[src/rtl/krnl_idct_mul_arbiter_pkg.sv]
// Shared constants for the IDCT multiplier arbiter and its DSP core.
// The tag pipe depth is taken from MUL_LAT, so both always match the core.
package krnl_idct_mul_arbiter_pkg;

    // Register stages inside the multiplier core: operand, product, output.
    localparam int MUL_LAT = 3;

    // Operand / result width of the shared multiplier.
    localparam int OP_W = 16;

    typedef logic signed [OP_W-1:0] op_t;

endpackage

[src/rtl/krnl_idct_mul_arbiter_mul.sv]
// 16s x 16s -> 16 pipelined multiplier (DSP48 style).
// Three ce-gated stages; the product is truncated to the low 16 bits (wraps).
module krnl_idct_mul_arbiter_mul
    import krnl_idct_mul_arbiter_pkg::*;
(
    input  logic clk,
    input  logic reset,
    input  logic ce,
    input  op_t  din0,
    input  op_t  din1,
    output op_t  dout
);

    op_t a_r, b_r, p_r, dout_r;

    // Operand -> product -> output registers, all frozen when ce is low.
    always_ff @(posedge clk) begin
        if (reset) begin
            a_r    <= '0;
            b_r    <= '0;
            p_r    <= '0;
            dout_r <= '0;
        end else if (ce) begin
            a_r    <= din0;
            b_r    <= din1;
            p_r    <= op_t'(a_r * b_r);
            dout_r <= p_r;
        end
    end

    assign dout = dout_r;

endmodule

[src/rtl/krnl_idct_mul_arbiter.sv]
// Round-robin arbiter sharing one pipelined multiplier among NUM_REQ requesters.
// Each issued op carries its requester ID down a tag pipe alongside the core;
// a stalled result stream freezes both the core and the tags.
module krnl_idct_mul_arbiter
    import krnl_idct_mul_arbiter_pkg::*;
#(
    parameter int NUM_REQ = 4,
    parameter int ID_W    = 2
) (
    input  logic                    clk,
    input  logic                    reset,
    input  logic [NUM_REQ-1:0]      req_valid,
    output logic [NUM_REQ-1:0]      req_ready,
    input  logic [OP_W*NUM_REQ-1:0] req_a,
    input  logic [OP_W*NUM_REQ-1:0] req_b,
    output logic                    res_valid,
    input  logic                    res_ready,
    output logic [ID_W-1:0]         res_id,
    output logic [OP_W-1:0]         res_data,
    output logic                    busy
);

    logic                          ce;
    logic                          found;
    logic                          xfer;
    logic [ID_W-1:0]               gnt_idx;
    logic [ID_W-1:0]               scan_idx;
    logic [ID_W-1:0]               ptr;
    logic [MUL_LAT-1:0]            vld_pipe;
    logic [MUL_LAT-1:0][ID_W-1:0]  id_pipe;
    op_t                           din0, din1, dout;

    // Pipeline advances unless a presented result is being held off.
    assign ce = ~(res_valid & ~res_ready);

    // Round-robin pick starting at ptr, operand mux, and one-hot accept.
    always_comb begin
        found    = 1'b0;
        gnt_idx  = '0;
        scan_idx = '0;
        for (int k = 0; k < NUM_REQ; k++) begin
            scan_idx = ID_W'((int'(ptr) + k) % NUM_REQ);
            if (!found && req_valid[scan_idx]) begin
                found   = 1'b1;
                gnt_idx = scan_idx;
            end
        end
        // No accept while in reset, so nothing slips in before the tags clear.
        xfer      = found & ce & ~reset;
        req_ready = xfer ? (NUM_REQ'(1) << gnt_idx) : '0;
        // Idle cycles feed zeros; the cleared tag keeps the result invisible.
        din0      = xfer ? op_t'(req_a[gnt_idx*OP_W +: OP_W]) : '0;
        din1      = xfer ? op_t'(req_b[gnt_idx*OP_W +: OP_W]) : '0;
    end

    // RR pointer moves past the winner; tag pipe shifts in lockstep with the core.
    always_ff @(posedge clk) begin
        if (reset) begin
            ptr      <= '0;
            vld_pipe <= '0;
            id_pipe  <= '0;
        end else begin
            if (xfer)
                ptr <= (int'(gnt_idx) == NUM_REQ-1) ? '0 : gnt_idx + 1'b1;
            if (ce) begin
                vld_pipe <= {vld_pipe[MUL_LAT-2:0], xfer};
                id_pipe  <= {id_pipe[MUL_LAT-2:0], gnt_idx};
            end
        end
    end

    krnl_idct_mul_arbiter_mul u_mul (
        .clk   (clk),
        .reset (reset),
        .ce    (ce),
        .din0  (din0),
        .din1  (din1),
        .dout  (dout)
    );

    assign res_valid = vld_pipe[MUL_LAT-1];
    assign res_id    = id_pipe[MUL_LAT-1];
    assign res_data  = dout;
    assign busy      = |vld_pipe;

endmodule

[config.mk]
export PLATFORM = sky130hd
export DESIGN_NAME = krnl_idct_mul_arbiter
export DESIGN_NICKNAME = d
export VERILOG_FILES = /design/src/rtl/krnl_idct_mul_arbiter_pkg.sv /design/src/rtl/krnl_idct_mul_arbiter_mul.sv /design/src/rtl/krnl_idct_mul_arbiter.sv
export SDC_FILE = /design/constraint.sdc
export NUM_CORES = 1
export LEC_CHECK = 0
export ABC_AREA = 1
export ABC_CLOCK_PERIOD_IN_PS = 6000
export CAP_MARGIN = 20
export CORE_ASPECT_RATIO = 0.9
export CORE_UTILIZATION = 49
export CTS_CLUSTER_SIZE = 30
export DETAILED_ROUTE_END_ITERATION = 8
export PLACE_DENSITY_LB_ADDON = 0.3
export SYNTH_ARGS = -nofsm -noshare
export SYNTH_HDL_FRONTEND = slang
export SYNTH_SLANG_ARGS = --single-unit
[constraint.sdc]
create_clock -name clk -period 6 [get_ports clk]
set_clock_uncertainty 0.2 [all_clocks]
set_input_delay 0.9 -clock clk [delete_from_list [all_inputs] [get_ports clk]]
set_output_delay 0.9 -clock clk [all_outputs]
set_load 0.03 [all_outputs]
## After elaboration in Yosys (flattened, before gate mapping)

Index checks and enable logic that the tools add are counted.

| storage, ports and cells | value |
|---|---|
| register bits | 75 |
| bits in latches | 0 |
| bits in writable memories | 0 |
| bits in read-only memories | 0 |
| input port bits | 135 |
| output and inout port bits | 24 |
| logic and storage cells | 55 |
| memories kept | 0 |

| operators by class | value |
|---|---|
| $add $sub $neg | 4 |
| multiply operators | 1 |
| div/mod/pow operators | 0 |
| magnitude comparators | 4 |
| eq/ne operators | 1 |
| shift operators | 3 |
| multiplexer cells | 20 |
| bitwise gates (word level) | 6 |
| reduce and logical (&&, ||, !) cells | 7 |

Operators by type and width:

| kind | number |
|---|---|
| $shiftx 64x7->16 | 2 |
| $mux 16 | 2 |
| $mul 16x16->16 | 1 |
| $lt 2x3->1 const B | 4 |
| $mux 2 | 5 |
| $bmux 1 s2 | 4 |
| $mux 1 | 8 |
| $add 2x1->2 const B | 2 |
| $add 2x2->2 const B | 2 |
| $mux 4 | 1 |
| $shl 1x2->4 const A | 1 |
| $and 1x1->1 | 3 |
| $logic_and 1x1->1 | 3 |
| $logic_not 1->1 | 3 |
| $not 1->1 | 3 |
| $reduce_or 3->1 | 1 |
| $eq 2x1->1 const B | 1 |

## Longest topological paths before layout

Gate-level depths: netlist of run 1.

| depth | value |
|---|---|
| word-level depth | 15 |
| gate-level depth with buffers | 29 |
| depth with buffers taken out | 27 |

## By module

Synthesis of run 1 repeated with hierarchy kept, for this count alone.

| unflattened totals | value |
|---|---|
| cell total of the unflattened synthesis | 1,413 |
| area total of the unflattened synthesis | 9,022.4 um^2 |

Modules (own cells, without submodules):

| module | instances | cells an instance | area each (um^2) | seq. area each (um^2) |
|---|---|---|---|---|
| krnl_idct_mul_arbiter_mul | 1 | 974 | 6,821.5 | 1,281.2 |
| krnl_idct_mul_arbiter | 1 | 439 | 2,200.9 | 220.2 |

## Worst setup path after synthesis of run 1

OpenSTA, ideal clock, no wires.

| timing path | value |
|---|---|
| path kind | reg2reg |
| start | register u_mul.b_r[1] |
| end | register u_mul.p_r[14] |
| setup time | 0.115 ns |
| arrival | 5.309 ns |
| data required time | 5.685 ns |
| path slack | 0.376 ns |
| cell stages (with the launch flop) | 24 |
| buffers on the path | 2 |
| clock period less this slack | 5.624 ns |
| cells stage by stage | dfxtp_1 clkbuf_1 clkbuf_1 nand2_1 fa_1 fa_1 fa_1 fa_1 inv_1 fa_1 inv_1 fa_1 inv_1 ha_1 a21oi_1 a21boi_0 nand3_1 nand2_1 inv_1 o21ai_0 nand2_1 xor2_1 o21ai_0 inv_1 |

| between the ends | value |
|---|---|
| longest elaborated chain between the ends | 1 |

Ends and longest elaborated chain:

| what | line | text |
|---|---|---|
| start, declared | krnl_idct_mul_arbiter_mul.sv:14 | `op_t a_r, b_r, p_r, dout_r;` |
| start signal, assigned | krnl_idct_mul_arbiter_mul.sv:25 | `b_r <= din1;` |
| $mul 16x16->16 | krnl_idct_mul_arbiter_mul.sv:26 | `p_r <= op_t'(a_r * b_r);` |
| end signal, assigned | krnl_idct_mul_arbiter_mul.sv:26 |  |
| end, declared | krnl_idct_mul_arbiter_mul.sv:14 |  |

No other way between the ends.
A chain may end at the register's enable or synchronous reset.

## Worst setup path after layout of run 1

Ends and elaborated chain as after synthesis.

==> Flow_metrics.wiki, run 1 <==
{| class="wikitable"
! Metric !! Value
|-
| Total routed wirelength || 21600 um
|-
| TritonCTS Sinks || 75
|-
| Relative contribution of combinational cells to total power || 72.0%
|-
| TritonCTS clock tree || built
|-
| Final-report max-slew violation count || 0
|-
| Area used by multi-input combinational logic || 5528 um^2
|-
| Post CTS Setup Buffer Count || 0
|-
| Run status || complete, no violations
|-
| Sort of element at the start of the critical path || register
|-
| Power dissipated by switching net loads || 2.909 mW
|-
| Summed negative setup slack over all endpoints || 0 ns
|-
| Clock latency on the worst-skew pair || 0.34 ns
|-
| Pin count of the biggest net entering global routing || 126
|-
| Capturing element type of the critical path || register
|-
| Clock transition at path regs || 0.07 ns
|-
| Total iterations of the first detailed-routing run || 6
|-
| VDD IR max || 677.7 uV
|-
| Commonest cells after routing, fill and taps aside || 416 x sky130_fd_sc_hd__nand2_1, 312 x sky130_fd_sc_hd__inv_1, 158 x sky130_fd_sc_hd__clkdlybuf4s50_1, 97 x sky130_fd_sc_hd__nand3_1, 79 x sky130_fd_sc_hd__fa_1
|-
| Vias per Instance || 4.816
|-
| Leakage power || 5.783 nW
|-
| Fillers || 1509
|-
| Worst Path Max Fanout || 8
|-
| Total number of vias || 7947
|-
| Final cell utilization of the core || 62.22%
|-
| Sequential share of power || 16.8%
|-
| Kind of critical path || reg2reg
|-
| Data arrival time of the critical path || 5.63 ns
|-
| Maximum level of the CTS H-tree || 3
|-
| GRT Total Usage || 25.44%
|-
| Count of flip-flops with a built-in enable after synthesis || 0
|-
| RSZ-0062 raised after global routing || no
|-
| Launch instance of the worst register-to-register path || u_mul.b_r[1]$_SDFFE_PP0N_
|-
| Worst slew margin relative to its limit || 32.87%
|-
| Quantity of I/O buffers inserted on ports || 158
|-
| Hold/Removal Path Class || reg2reg
|-
| Hold Path Depth || 2
|-
| Netlist Area Pre-Place || 8517 um^2
|-
| Dominant synthesized flop cell || sky130_fd_sc_hd__dfxtp_1
|-
| Post-Synthesis Mean Instance Area || 6.597 um^2
|-
| Yosys synthesis warning count || 0
|-
| Beginning of the critical path || u_mul.b_r[1]$_SDFFE_PP0N_
|-
| #FFs+latches synth || 75
|-
| Int Pwr || 2.518 mW
|-
| Area growth from synthesis to final layout || 23.81%
|-
| Detailed-placement wirelength estimate || 17600 um
|-
| Post-layout minimum cycle time || 5.594 ns
|-
| Share of post-route cells with drive strength above 1 || 4.099%
|-
| Number of violations reported at the end of detailed-routing iteration 0 || 468
|-
| Worst slew pin tran || 1.007 ns
|-
| Asr flop ratio synth || 0%
|-
| Minimum setup slack among reg-to-reg paths || 0.41 ns
|-
| Initial Utilization || 50.25%
|-
| Setup violators final || 0
|-
| ANT nets after route || 0
|-
| Hold Vio Cnt, Final || 0
|-
| Startpoint of the lowest-slack hold path || u_mul.p_r[10]$_SDFFE_PP0N_
|-
| Vertical extent of the die || 127.1 um
|-
| Cell accounting for the most synthesized area || sky130_fd_sc_hd__fa_1
|-
| Worst path required time || 6.03 ns
|-
| Most common cell after layout, fill and taps aside || sky130_fd_sc_hd__nand2_1
|-
| Total nets after synthesis || 1570
|-
| Worst r2r dst || u_mul.p_r[14]$_SDFFE_PP0N_
|-
| DIE AREA || 17910 um^2
|-
| Count of different cell masters after synthesis || 37
|-
| GRT Residual Overflow || 0
|-
| Number of global-route vias before repair || 7877
|-
| Portion of total power attributed to the clock network || 11.2%
|-
| Global-route wire length before repair || 36450 um
|-
| Max-cap check violation count || 0
|-
| Total DRC errors in the routed layout || 0
|-
| GP Congestion || 0.8835
|-
| Antenna violations before repair || 0
|-
| Highest clock rate || 0.1788 GHz
|-
| Final Cycle Share || 93.23%
|-
| Total chip power || 5.427 mW
|-
| Portion of the post-synthesis area used by sequential elements || 17.63%
|-
| Share of the synthesized area in the top cell type || 18.57%
|-
| Max clock buf depth || 2
|-
| Root buffer selected by CTS || sky130_fd_sc_hd__clkbuf_16
|-
| Count of pins on the block boundary || 159
|-
| ANT cells || 0
|-
| Worst-case hold path end point || u_mul.dout[10]$_SDFFE_PP0N_
|-
| Number of cell instances on the worst register-to-register path || 21
|-
| Wirelength per Cell || 13.09 um
|-
| Top area cells in the synthesized netlist || sky130_fd_sc_hd__fa_1 19%, sky130_fd_sc_hd__nand2_1 18%, sky130_fd_sc_hd__dfxtp_1 18%
|-
| Post-CTS Hold Fix Bufs || 0
|-
| Worst Hold Slack || 0.2605 ns
|-
| Placeable Area || 16950 um^2
|-
| Number of standard cells after synthesis || 1291
|-
| Number of buffers inserted during clock tree synthesis || 9
|-
| Number of rows in the core area || 45
|-
| Final nets || 1689
|-
| Switch share || 53.61%
|-
| Power density normalized to cell area || 514.6 nW/um^2
|-
| Die X-Extent || 141.0 um
|-
| Seq. cell area || 1508 um^2
|}
==> power groups by stage <==
stage	clock, mW	combinational (mW)	sequential (mW)
floorplan	0	3.13	0.782
global placement	0	3.83	0.902
detailed placement	0	3.90	0.914
CTS	0.615	3.94	0.904
global route	0.638	4.52	0.938
finish	0.608	3.90	0.913
==> Yosys cell counts (3+ instances only) <==
cell type                    n
sky130_fd_sc_hd__xor2_1      5
sky130_fd_sc_hd__clkbuf_1   40
sky130_fd_sc_hd__nor3_1      3
sky130_fd_sc_hd__o211ai_1   30
sky130_fd_sc_hd__fa_1       79
sky130_fd_sc_hd__ha_1       65
sky130_fd_sc_hd__buf_6       4
sky130_fd_sc_hd__nand3b_1    4
sky130_fd_sc_hd__inv_1     312
sky130_fd_sc_hd__dfxtp_1    75
sky130_fd_sc_hd__o22ai_1     6
sky130_fd_sc_hd__or2_0      22
sky130_fd_sc_hd__buf_4       4
sky130_fd_sc_hd__or2_2      11
sky130_fd_sc_hd__nor2_1     18
sky130_fd_sc_hd__o21ai_0    38
sky130_fd_sc_hd__buf_2      15
sky130_fd_sc_hd__inv_2       4
sky130_fd_sc_hd__a21oi_1    18
sky130_fd_sc_hd__nand2_2     3
sky130_fd_sc_hd__nand2_1   416
sky130_fd_sc_hd__o21ai_1     3
sky130_fd_sc_hd__nand3_1    97
sky130_fd_sc_hd__xnor2_1     3
==> how the worst max path moves through the flow <==
stage	to	slack, ns	cells past startpoint
5_1_grt	u_mul.p_r[14]$_SDFFE_PP0N_	0.04	23
3_5_place_dp	u_mul.p_r[14]$_SDFFE_PP0N_	0.31	21
2_1_floorplan	u_mul.p_r[14]$_SDFFE_PP0N_	0.38	23
6_report	u_mul.p_r[14]$_SDFFE_PP0N_	0.41	21
3_3_place_gp	u_mul.p_r[14]$_SDFFE_PP0N_	0.42	21
4_1_cts	u_mul.p_r[14]$_SDFFE_PP0N_	0.30	21
==> timing repair <==
item,in CTS,in global routing
resized for setup,0,5
endpoints found under the hold margin,0,0
setup endpoints to repair,0,1
==> worst max-delay path: stages (launching register included) <==
cell                       delay, ns
sky130_fd_sc_hd__dfxtp_1        0.49
sky130_fd_sc_hd__nand2_1        0.13
sky130_fd_sc_hd__fa_1           0.52
sky130_fd_sc_hd__fa_1           0.59
sky130_fd_sc_hd__fa_1           0.47
sky130_fd_sc_hd__fa_1           0.54
sky130_fd_sc_hd__inv_1          0.05
sky130_fd_sc_hd__fa_1           0.47
sky130_fd_sc_hd__inv_1          0.05
sky130_fd_sc_hd__fa_1           0.47
sky130_fd_sc_hd__inv_1          0.04
sky130_fd_sc_hd__ha_1           0.32
sky130_fd_sc_hd__a21oi_1        0.16
sky130_fd_sc_hd__a21boi_0       0.19
sky130_fd_sc_hd__nand3_1        0.12
sky130_fd_sc_hd__nand2_1        0.07
sky130_fd_sc_hd__inv_1          0.05
sky130_fd_sc_hd__o21ai_0        0.14
sky130_fd_sc_hd__nand2_1        0.08
sky130_fd_sc_hd__xor2_1         0.15
sky130_fd_sc_hd__o21ai_0        0.15
sky130_fd_sc_hd__inv_1          0.05
==> per-stage QoR <==
step | setup WS [ns] | instances | instance area (um^2)
6_report | 0.4062 | 1650 | 10550
5_1_grt | 0.03870 | 1650 | 10550
4_1_cts | 0.2985 | 1650 | 10540
3_5_place_dp | 0.3109 | 1634 | 10210
3_3_place_gp | 0.4151 | 1634 | 10210
2_1_floorplan | 0.3758 | 1291 | 8517
==> final cells by class <==
class | count | area share, %
flip-flops and latches | 75 | 14.30
inverters | 317 | 11.28
well taps | 235 | 2.788
multi-input cells | 834 | 52.42
clock buffers | 9 | 2.136
clock inverters | 7 | 1.009
repair buffers | 173 | 16.07
==> cells by family (layout without fill, tap and decap cells) <==
group / after synthesis / in the layout / share of synthesized area, %
buffers and inverters: 382 / 506 / 17.58
AND/OR/NAND/NOR: 578 / 578 / 28.34
flip-flops: 75 / 75 / 17.63
AO/OA/AOI/OAI: 103 / 103 / 7.316
adder cells (fa/ha/maj): 144 / 144 / 28.12
XOR/XNOR: 9 / 9 / 1.014
==> registers in the layout, summed over array words and instances, names as in the netlist <==
name        flops
id_pipe         4
ptr             2
res_id          2
u_mul.a_r      16
u_mul.b_r      16
u_mul.dout     16
u_mul.p_r      16
vld_pipe        3
==> layer usage <==
metal	GRT usage, %	routed length [um]
met3	4.498	1455
met4	6.010	336
met5	0	0
met2	44.92	10500
met1	32.33	9303
No activity file was read; power rests on OpenSTA's default activity.
==> inputs of run 2 (changes only) <==
Settings changed: REMOVE_ABC_BUFFERS set to 1, SETUP_SLACK_MARGIN set to 0.05.
==> Flow_metrics.wiki, run 2 (synthesized netlist as in run 1, its figures left out) <==
{| class="wikitable"
! Metric !! Value
|-
| Routed wl met3 || 1503 um
|-
| Startpoint of the lowest-slack hold path || u_mul.a_r[15]$_SDFFE_PP0N_
|-
| Highest clock rate || 0.1798 GHz
|-
| Detailed-placement wirelength estimate || 16630 um
|-
| Max-cap check violation count || 0
|-
| Hold Vio Cnt, Final || 0
|-
| Vertical extent of the die || 127.1 um
|-
| DIE AREA || 17910 um^2
|-
| Seq. cell area || 1504 um^2
|-
| TritonCTS clock tree || built
|-
| Placeable Area || 16950 um^2
|-
| Share of post-route cells with drive strength above 1 || 3.816%
|-
| GP Congestion || 0.8880
|-
| Final Cycle Share || 92.69%
|-
| Cell area after layout || 10550 um^2
|-
| Worst-case hold path end point || u_mul.a_r[15]$_SDFFE_PP0N_
|-
| Launch instance of the worst register-to-register path || u_mul.a_r[5]$_SDFFE_PP0N_
|-
| Worst slew margin relative to its limit || 31.13%
|-
| Max clock buf depth || 2
|-
| Met2 layer wire length in the routed design || 9630 um
|-
| Number of global-route vias before repair || 7642
|-
| Number of rows in the core area || 45
|-
| Most common cell after layout, fill and taps aside || sky130_fd_sc_hd__nand2_1
|-
| Worst r2r dst || u_mul.p_r[14]$_SDFFE_PP0N_
|-
| Summed negative setup slack over all endpoints || 0 ns
|-
| Cell Chain, Critical Path || nand2_1 -> inv_1 -> fa_1 -> inv_1 -> fa_1 -> fa_1 -> fa_1 -> inv_1 -> fa_1 -> inv_1 -> fa_1 -> inv_1 -> ha_1 -> a21oi_1 -> a21boi_0 -> nand3_1 -> nand2_1 -> inv_1 -> o21ai_0 -> nand2_1 -> xor2_1 -> o21ai_0 -> inv_1
|-
| Antenna violations before repair || 0
|-
| Area used by multi-input combinational logic || 5528 um^2
|-
| Commonest cells after routing, fill and taps aside || 416 x sky130_fd_sc_hd__nand2_1, 312 x sky130_fd_sc_hd__inv_1, 158 x sky130_fd_sc_hd__clkdlybuf4s50_1, 97 x sky130_fd_sc_hd__nand3_1, 79 x sky130_fd_sc_hd__fa_1
|-
| Count of instances resized after the clock tree is built || 0
|-
| Worst path required time || 6.04 ns
|-
| Wirelength per Cell || 12.99 um
|-
| Clock transition at path regs || 0.06 ns
|-
| Number of cell instances on the worst register-to-register path || 23
|-
| Total routed wirelength || 21430 um
|-
| Die X-Extent || 141.0 um
|-
| Fillers || 1563
|-
| Global-route wire length before repair || 36530 um
|-
| Total iterations of the first detailed-routing run || 7
|-
| Final nets || 1689
|-
| Initial Utilization || 50.25%
|-
| ANT cells || 0
|-
| Slowest stage cell on the critical path || sky130_fd_sc_hd__dfxtp_1
|-
| Area growth from synthesis to final layout || 23.86%
|-
| Beginning of the critical path || u_mul.a_r[5]$_SDFFE_PP0N_
|-
| Total chip power || 5.445 mW
|-
| Worst Path Max Fanout || 12
|-
| Post CTS Setup Buffer Count || 0
|-
| Placed instance area || 10200 um^2
|-
| Count of pins on the block boundary || 159
|-
| Data arrival time of the critical path || 5.60 ns
|-
| Root buffer selected by CTS || sky130_fd_sc_hd__clkbuf_16
|-
| Power density normalized to cell area || 516.2 nW/um^2
|-
| Total number of vias || 8000
|-
| Delay of the slowest cell on the worst path || 0.61 ns
|-
| Run status || complete, no violations
|-
| VDD IR max || 490.0 uV
|-
| Hold Path Depth || 2
|-
| Pin count of the biggest net entering global routing || 83
|-
| RSZ-0062 raised after global routing || no
|-
| Vias per Instance || 4.848
|-
| TritonCTS Sinks || 75
|-
| Number of violations reported at the end of detailed-routing iteration 0 || 488
|-
| Number of buffers inserted during clock tree synthesis || 9
|-
| Worst slew pin tran || 1.032 ns
|-
| GRT Total Usage || 25.70%
|-
| Sort of element at the start of the critical path || register
|-
| Clock latency on the worst-skew pair || 0.35 ns
|-
| Quantity of I/O buffers inserted on ports || 158
|-
| Leakage power || 5.780 nW
|-
| Sum of routed wire segments on met1 || 9603 um
|-
| GRT Residual Overflow || 0
|-
| Kind of critical path || reg2reg
|-
| Setup violators final || 0
|-
| ANT nets after route || 0
|-
| Post-layout minimum cycle time || 5.561 ns
|-
| Total DRC errors in the routed layout || 0
|-
| Post-CTS Hold Fix Bufs || 0
|-
| Minimum setup slack among reg-to-reg paths || 0.44 ns
|-
| Library cell appearing most often on the critical path || sky130_fd_sc_hd__inv_1
|-
| Top layer reached by signal wires || met4
|-
| Capturing element type of the critical path || register
|-
| Hold/Removal Path Class || reg2reg
|-
| Maximum level of the CTS H-tree || 3
|-
| Final-report max-slew violation count || 0
|}
[run 2: how the worst max path moves through the flow]
| stage | end | cells past startpoint | slack, ns |
|---|---|---|---|
| 6_report | u_mul.p_r[14]$_SDFFE_PP0N_ | 23 | 0.44 |
| 5_1_grt | u_mul.p_r[14]$_SDFFE_PP0N_ | 23 | 0.09 |
| 4_1_cts | u_mul.p_r[14]$_SDFFE_PP0N_ | 21 | 0.32 |
| 3_5_place_dp | u_mul.p_r[14]$_SDFFE_PP0N_ | 21 | 0.34 |
| 3_3_place_gp | u_mul.p_r[14]$_SDFFE_PP0N_ | 21 | 0.41 |
| 2_1_floorplan | u_mul.p_r[14]$_SDFFE_PP0N_ | 21 | 0.60 |
[run 2: power by group]
part	switching (mW)	total, mW	leakage [nW]	internal, mW
Clock	0.222	0.587	0.153	0.365
Combinational	2.47	3.96	5.01	1.49
Sequential	0.233	0.903	0.619	0.670
[run 2: layer usage]
| layer | vias to the layer above | global-route usage (%) |
|---|---|---|
| li1 | 4070 | - |
| met1 | 3583 | 33.39 |
| met2 | 298 | 42.96 |
| met3 | 49 | 4.385 |
| met4 | 0 | 9.591 |
| met5 | - | 0 |
[run 2: final cells by class]
class	count	share of cell area, %
clock inverter	6	0.8540
timing repair buffer	173	16.25
clock buffer	10	2.171
tap	235	2.787
multi-input combinational	834	52.40
inverter	317	11.28
sequential	75	14.26
[run 2: metrics by stage]
stage	hold slack, ns	std cells	setup WS (ns)	util [%]
after floorplan	0.2260	1226	0.5975	-
after global placement	0.2318	1633	0.4147	60.18
after detailed placement	0.2423	1633	0.3390	60.18
after CTS	0.2536	1649	0.3198	62.07
after global routing	0.2748	1650	0.09205	62.24
final	0.2543	1650	0.4387	62.24
[run 2: critical path, delay by kind of cell, from the launching register on]
family / cells / cell delay [ns]
AO/OA/AOI/OAI: 4 / 0.59
flip-flops: 1 / 0.61
XOR/XNOR: 1 / 0.13
buffers and inverters: 7 / 0.41
adder cells (fa/ha/maj): 7 / 3.16
AND/OR/NAND/NOR: 4 / 0.36
